### src/rtl/alu_seq.sv
// alu_seq: registered accumulator-path ALU with a start/busy handshake.
// Single-cycle ops are written on the accepting edge. MUL (when enabled) runs
// an iterative shift-add over WIDTH edges. ac_load pulses for one cycle with
// each new result and acts as the write strobe for AC.
module alu_seq #(
    parameter int WIDTH      = 16,
    parameter int MUL_ENABLE = 1
) (
    input  logic             clk,
    input  logic             rst_n,
    input  logic             start,
    input  logic [2:0]       alu_control,
    input  logic [WIDTH-1:0] in1,
    input  logic [WIDTH-1:0] in2,
    output logic [WIDTH-1:0] out,
    output logic             zflag,
    output logic             cflag,
    output logic             busy,
    output logic             ac_load
);

    localparam int CW  = $clog2(WIDTH);
    localparam int WP1 = WIDTH + 1;

    localparam logic [CW-1:0]  LAST_ITER = CW'(WIDTH - 1);
    localparam logic [CW-1:0]  CNT_ONE   = CW'(1);
    localparam logic [WIDTH:0] ONE_W     = WP1'(1);

    localparam logic [0:0] S_IDLE = 1'b0;
    localparam logic [0:0] S_MUL  = 1'b1;

    localparam logic [2:0] OP_PASS = 3'd0;
    localparam logic [2:0] OP_ADD  = 3'd1;
    localparam logic [2:0] OP_SUB  = 3'd2;
    localparam logic [2:0] OP_MUL  = 3'd3;
    localparam logic [2:0] OP_INC  = 3'd4;
    localparam logic [2:0] OP_DEC  = 3'd5;
    localparam logic [2:0] OP_AND  = 3'd6;
    localparam logic [2:0] OP_SHR  = 3'd7;

    logic [0:0]         state_q, state_d;
    logic [CW-1:0]      cnt_q, cnt_d;
    // {partial-product high half, multiplier shifting out of the low half}
    logic [2*WIDTH-1:0] acc_q, acc_d;
    logic [WIDTH-1:0]   mcand_q, mcand_d;
    logic [WIDTH-1:0]   out_q, out_d;
    logic               zflag_q, zflag_d;
    logic               cflag_q, cflag_d;
    logic               ac_load_q, ac_load_d;

    logic [WIDTH-1:0]   alu_res;
    logic               alu_c;
    logic [WIDTH:0]     wide;
    logic [WIDTH:0]     mul_sum;
    logic [2*WIDTH-1:0] acc_step;
    logic               is_mul;

    // Single-cycle datapath; the extra top bit of 'wide' is carry/borrow.
    always_comb begin
        alu_res = '0;
        alu_c   = 1'b0;
        wide    = '0;
        case (alu_control)
            OP_PASS: alu_res = in2;
            OP_ADD: begin
                wide    = {1'b0, in1} + {1'b0, in2};
                alu_res = wide[WIDTH-1:0];
                alu_c   = wide[WIDTH];
            end
            OP_SUB: begin
                wide    = {1'b0, in1} - {1'b0, in2};
                alu_res = wide[WIDTH-1:0];
                alu_c   = wide[WIDTH];
            end
            OP_MUL: begin
                // Only reached when the iterative multiplier is disabled.
                alu_res = '0;
                alu_c   = 1'b0;
            end
            OP_INC: begin
                wide    = {1'b0, in1} + ONE_W;
                alu_res = wide[WIDTH-1:0];
                alu_c   = wide[WIDTH];
            end
            OP_DEC: begin
                wide    = {1'b0, in1} - ONE_W;
                alu_res = wide[WIDTH-1:0];
                alu_c   = wide[WIDTH];
            end
            OP_AND: alu_res = in1 & in2;
            OP_SHR: begin
                alu_res = in1 >> 1;
                alu_c   = in1[0];
            end
        endcase
    end

    // One shift-add step: conditionally add the multiplicand into the high
    // half, then shift the whole register right (carry enters at the top).
    always_comb begin
        mul_sum  = {1'b0, acc_q[2*WIDTH-1:WIDTH]}
                 + (acc_q[0] ? {1'b0, mcand_q} : {WP1{1'b0}});
        acc_step = {mul_sum, acc_q[WIDTH-1:1]};
    end

    assign is_mul = (MUL_ENABLE != 0) && (alu_control == OP_MUL);

    // Control FSM and result/flag next-state.
    always_comb begin
        state_d   = state_q;
        cnt_d     = cnt_q;
        acc_d     = acc_q;
        mcand_d   = mcand_q;
        out_d     = out_q;
        zflag_d   = zflag_q;
        cflag_d   = cflag_q;
        ac_load_d = 1'b0;
        case (state_q)
            S_IDLE: begin
                if (start) begin
                    if (is_mul) begin
                        acc_d   = {{WIDTH{1'b0}}, in2};
                        mcand_d = in1;
                        cnt_d   = '0;
                        state_d = S_MUL;
                    end else begin
                        out_d     = alu_res;
                        zflag_d   = (alu_res == '0);
                        cflag_d   = alu_c;
                        ac_load_d = 1'b1;
                    end
                end
            end
            S_MUL: begin
                acc_d = acc_step;
                cnt_d = cnt_q + CNT_ONE;
                if (cnt_q == LAST_ITER) begin
                    state_d   = S_IDLE;
                    cnt_d     = '0;
                    out_d     = acc_step[WIDTH-1:0];
                    zflag_d   = (acc_step[WIDTH-1:0] == '0);
                    cflag_d   = |acc_step[2*WIDTH-1:WIDTH];
                    ac_load_d = 1'b1;
                end
            end
            default: state_d = S_IDLE;
        endcase
    end

    // State registers; reset aborts any multiply in flight without ac_load.
    always_ff @(posedge clk or negedge rst_n) begin
        if (!rst_n) begin
            state_q   <= S_IDLE;
            cnt_q     <= '0;
            acc_q     <= '0;
            mcand_q   <= '0;
            out_q     <= '0;
            zflag_q   <= 1'b1;
            cflag_q   <= 1'b0;
            ac_load_q <= 1'b0;
        end else begin
            state_q   <= state_d;
            cnt_q     <= cnt_d;
            acc_q     <= acc_d;
            mcand_q   <= mcand_d;
            out_q     <= out_d;
            zflag_q   <= zflag_d;
            cflag_q   <= cflag_d;
            ac_load_q <= ac_load_d;
        end
    end

    assign out     = out_q;
    assign zflag   = zflag_q;
    assign cflag   = cflag_q;
    assign busy    = (state_q == S_MUL);
    assign ac_load = ac_load_q;

endmodule
### config.mk
export PLATFORM = sky130hd
export DESIGN_NAME = alu_seq
export DESIGN_NICKNAME = d
export VERILOG_FILES = /design/src/rtl/alu_seq.sv
export SDC_FILE = /design/constraint.sdc
export NUM_CORES = 1
export LEC_CHECK = 0
export ABC_CLOCK_PERIOD_IN_PS = 4300
export BUFFER_PORTS_ARGS = -buffer_cell sky130_fd_sc_hd__buf_4
export CAP_MARGIN = 20
export CORE_MARGIN = 2
export CORE_UTILIZATION = 44
export DETAILED_ROUTE_END_ITERATION = 10
export GPL_TIMING_DRIVEN = 0
export PLACE_DENSITY_LB_ADDON = 0.12
export SETUP_SLACK_MARGIN = 0.15
export SKIP_CTS_REPAIR_TIMING = 1
export SYNTH_ARGS = -nofsm -noshare
export SYNTH_HDL_FRONTEND = slang
export SYNTH_SLANG_ARGS = --single-unit
export TNS_END_PERCENT = 1
### constraint.sdc
create_clock -name clk -period 4.3 [get_ports clk]
set_input_delay 0.43 -clock clk [delete_from_list [all_inputs] [get_ports clk]]
set_output_delay 0.43 -clock clk [all_outputs]
set_load 0.03 [all_outputs]
# Word level (Yosys, flattened, before mapping)
# Index checks and enable logic that the tools add are counted.
[totals]
reg_bits = 72
in_bits = 38
output_inout_bits = 20
wordCells = 65
[classes]
addsub = 6
eq_ne = 12
mux = 30
bitwise_logic = 2
reduce_logical = 7
[op_table]
columns = ["cell", "count"]
rows = [
  ["case mux 16 bit (8 select lines)", 1],
  ["two-way mux 16 bit", 4],
  ["two-way mux 32 bit", 2],
  ["case mux 32 bit (2 select lines)", 1],
  ["adder 16 x 16 -> 17 bit", 2],
  ["logical NOT 16 bit", 2],
  ["case mux 16 bit (2 select lines)", 1],
  ["adder 16 x 1 -> 17 bit (second input constant)", 1],
  ["subtractor 16 x 1 -> 17 bit (second input constant)", 1],
  ["subtractor 16 x 16 -> 17 bit", 1],
  ["bitwise AND 16 bit", 1],
  ["OR reduction 16 bit", 1],
  ["equality test 3 bit (second input constant)", 4],
  ["two-way mux 1 bit", 12],
  ["two-way mux 4 bit", 3],
  ["case mux 1 bit (2 select lines)", 4],
  ["case mux 4 bit (2 select lines)", 1],
  ["equality test 3 x 2 -> 1 bit (second input constant)", 2],
  ["!= test 2 bit (second input constant)", 3],
  ["AND reduction 3 bit", 2],
  ["case mux 1 bit (5 select lines)", 1],
  ["adder 4 x 1 -> 4 bit (second input constant)", 1],
  ["equality test 4 bit (second input constant)", 1],
  ["equality test 3 x 1 -> 1 bit (second input constant)", 1],
  ["4 further kinds", 4],
]

# Longest topological paths before layout
[logic_depth]
word_depth = 6
ltp_mapped = 13
mapped_depth_nobuf = 13

# Worst setup path after synthesis
# OpenSTA, ideal clock, no wires.
[synth_path]
kind = "register to register"
start = "register acc_q[0]"
end = "register cflag_q, in the netlist cflag"
setup_time_ps = 134
arrival_time_ps = 2888
required_time_ps = 4166
slack_ps = 1278
path_stages_with_launch = 14
n_path_buf = 0
synth_period_minus_slack_ps = 3022
cell_sequence = "dfrtp_1 > and2_1 > ha_1 > inv_1 > fa_1 > nor2b_4 > o2111ai_1 > nand2_2 > a41oi_2 > mux2i_1 > or3_1 > or4b_1 > nor4_2 > a21oi_1"
[synth_between]
elab_chain_cells = 5
[synth_lines]
columns = ["item", "line", "text"]
rows = [
  ["start: declaration", "44", "logic [2*WIDTH-1:0] acc_q, acc_d;"],
  ["start signal: assignment", "155", "acc_q <= '0;"],
  ["start signal: assignment", "164", "acc_q <= acc_d;"],
  ["two-way mux 16 bit", "102", "+ (acc_q[0] ? {1'b0, mcand_q} : {WP1{1'b0}});"],
  ["adder 16 x 16 -> 17 bit", "102", ""],
  ["OR reduction 16 bit", "142", "cflag_d = |acc_step[2*WIDTH-1:WIDTH];"],
  ["two-way mux 1 bit", "137", "if (cnt_q == LAST_ITER) begin"],
  ["case mux 1 bit (2 select lines)", "118", "case (state_q)"],
  ["end signal: assignment", "168", "cflag_q <= cflag_d;"],
  ["end: declaration", "48", "logic cflag_q, cflag_d;"],
]
# Every way passes these cells. The select of a mux whose other input is x is not followed.
# A chain may end at the register's enable or synchronous reset.

# Final worst setup path
[layout_path]
start = "input port in1[0]"
end = "register zflag_q, in the netlist zflag"
[layout_between]
elab_chain_cells = 6
word_cells_on_any_way = 10
cone_classes = "4 x add/sub; 4 x mux; 1 x bitwise; 1 x reduce/logical"
[layout_lines]
columns = ["item", "line", "text"]
rows = [
  ["start: declaration", "13", "input logic [WIDTH-1:0] in1,"],
  ["subtractor 16 x 1 -> 17 bit (tied with other cells)", "86", "wide = {1'b0, in1} - ONE_W;"],
  ["case mux 16 bit (8 select lines) *", "63", "case (alu_control)"],
  ["logical NOT 16 bit *", "128", "zflag_d = (alu_res == '0);"],
  ["two-way mux 1 bit *", "121", "if (is_mul) begin"],
  ["two-way mux 1 bit *", "120", "if (start) begin"],
  ["case mux 1 bit (2 select lines) *", "118", ""],
  ["end signal: assignment", "167", "zflag_q <= zflag_d;"],
  ["end: declaration", "47", "logic zflag_q, zflag_d;"],
]
# Every way passes the cells marked *; elsewhere a longest branch is shown, timed or not. The select of a mux whose other input is x is not followed.

==> impl_metrics.ini <==
[pwr]
p_leak_nw = 3.52
p_sw_mw = 1.95
pwr-share-comb = 0.538
p_sw_frac = 0.440
peakVddDrop_mv = 0.337
intPower_mw = 2.48
cellPowerDensity_nw_per_um2 = 554
clockPowerShare = 0.181
power_frac_seq = 0.281

[floorplanning]
die_w_um = 130
die_h_um = 130
initial_core_util = 0.445
die_area_sq_um = 16900
coreArea_sq_um = 15700
placementRows = 46
boundaryPins = 58

[timing]
post-route-min-period_ns = 3.70
setup_viol = 0
max_clock_freq_mhz = 270
min_period_over_period = 0.860
tightest_slew_ns = 0.947
finalMaxSlewViolations = 0
fin_setup_tns_ns = 0
finClkSkew_ns = 0.00577
rsz0062_at_grt = no
whs_ns = 0.232
slew_headroom = 0.369
hold_violations = 0

[cts]
htreeDepth = 3
clkTransAtPathRegs_ns = 0.06
clk_path_buf_depth = 2
cts_sinks = 72
cts_buffers = 9
clk_latency_ns = 0.34
cts_tree = built
cts-root-buf = clkbuf_16

[synth]
synthFlopType = dfrtp_1
syn-cell-area_sq_um = 6990
ys_types = 76
synth_warnings = 0
synth_nets = 977
syn_avg_cell_area_sq_um = 7.90
seq_area_frac_synth = 0.258
async_flop_share = 1.00
synth_edf_count = 0
ys_seq_elements = 72
synthCells = 884

[setup_path]
setup.worst_path.start = in1[0]
worstReg2RegStart = acc_q[0]
reg2reg_setup_slack_ns = 0.71
crit_type = in2reg
setup.worst_path.end = zflag
worstPathRequired_ns = 4.56
timing.rr.end = cflag
cp_max_fo = 9
critPathCaptureType = flip-flop
start_kind = input port
ff2ff_path_depth = 12
crit_arrival_ns = 3.96

[global_route]
grt_pass1_wl_um = 36900
track_usage = 0.282
grt-ovfl-total = 0
grt_pass1_vias = 6651
grt_max_degree = 73
antenna_found_initial = 0

[finish]
final_common_cell = nor2_1
antenna_cells = 0
layout-drive-gt1-share = 0.132
final_nets = 1046
syn2layout_area_growth_pct = 14.6
layout_common_cells = 82 x nor2_1, 72 x nand2_1, 71 x dfrtp_1

[route]
routed_wl_um = 23100
vias = 6979
drc = 0
dr.pass1.iters = 5
vias_per_cell = 5.94
ant_nets = 0
wl_per_cell_um = 19.7
dr.first_iter.drc_count = 683

[place]
gp_congestion = 0.953
port_buffers = 57
dp_hpwl_um = 18000

[min_path]
hold_path.class = in2async

[outcome]
outcome = finished, final reports clean

[run]
cap_viol_max_count = 0
critical path, cell delays in order:
cell	delay, ns
buf_4	0.15
inv_1	0.23
ha_1	0.21
fa_1	0.25
nor2b_1	0.09
o31ai_1	0.56
a22oi_1	0.20
xnor2_1	0.19
a2111oi_1	0.88
o221ai_1	0.19
nor4_1	0.29
nand4_1	0.13
o21ai_1	0.15
cell families after synthesis:
kind of cell	count (synthesis)	synth area share
AOI/OAI and AO/OA	270	0.255
xor gates and xnor gates	38	0.0476
adders and majority gates	55	0.102
buffers and inverters	103	0.0605
DFF	72	0.258
muxes	36	0.0545
and+or+nand+nor	310	0.223
cells in the mapped netlist (all sizes together), types with 9 or more instances:
library cell	n	area [sq um]
nand2b	16	100
clkbuf	35	131
o21a	10	75.1
o211ai	12	90.1
nor4	10	83.8
inv	47	176
xor2	19	166
nor2b	11	76.3
buf	21	115
mux2i	20	200
xnor2	19	166
a211oi	9	67.6
nand3	34	170
a31oi	16	100
and3	9	56.3
dfrtp	71	1780
ha	52	651
mux2	16	180
a21o	14	106
and2	17	106
a21oi	69	349
nor3	17	85.1
nand2	73	277
or3	12	75.1
o21ai	60	300
nor2	82	308
layout make-up:
| class | count | area, sq um |
|---|---|---|
| sequential | 72 | 1800 |
| timing repair buffer | 58 | 433 |
| inverter | 47 | 176 |
| clock buffer | 11 | 233 |
| tap | 216 | 270 |
| buffer | 56 | 246 |
| clock inverter | 5 | 81.3 |
| multi-input combinational | 709 | 4760 |
| fill | 1595 | 7710 |
routing by layer:
layer  wire length [um]  GRT usage  up-vias
met3               1240     0.0357       56
met2              10200      0.440      269
met4                969      0.108        0
met5                  0          0        -
met1              10700      0.399     3288
li1                   -          -     3366
registers in the layout (all words and copies together) (netlist names):
register and count:
acc_q 32, busy 1, cnt_q 4, ac_load 1
mcand_q 16, zflag 1, cflag 1, out 16
through the flow:
stage	cells	area, sq um	power, mW	setup slack, ns	util
after floorplan	884	6990	2.91	1.28	-
after global placement	1157	7680	3.60	0.490	0.489
after detailed placement	1157	7680	3.63	0.407	0.489
after CTS	1173	8000	4.44	0.743	0.509
after global routing	1174	8000	4.79	0.356	0.509
final	1174	8000	4.43	0.603	0.509
worst min path at each step:
stage	startpoint	endpoint	slack, ns
2_1_floorplan	rst_n	ac_load	0.13
3_3_place_gp	out[2]	out[2]	0.48
3_5_place_dp	out[0]	out[0]	0.48
4_1_cts	rst_n	out[2]	0.28
5_1_grt	rst_n	out[2]	0.31
6_report	rst_n	out[2]	0.23
power by group through the flow:
stage	Combinational [mW]	Sequential, mW	Clock, mW
floorplan	1.54	1.37	0
global placement	2.35	1.25	0
detailed placement	2.38	1.25	0
CTS	2.39	1.24	0.806
global route	2.67	1.29	0.832
finish	2.39	1.25	0.801
Note: power is estimated with default switching activity, not from simulation.
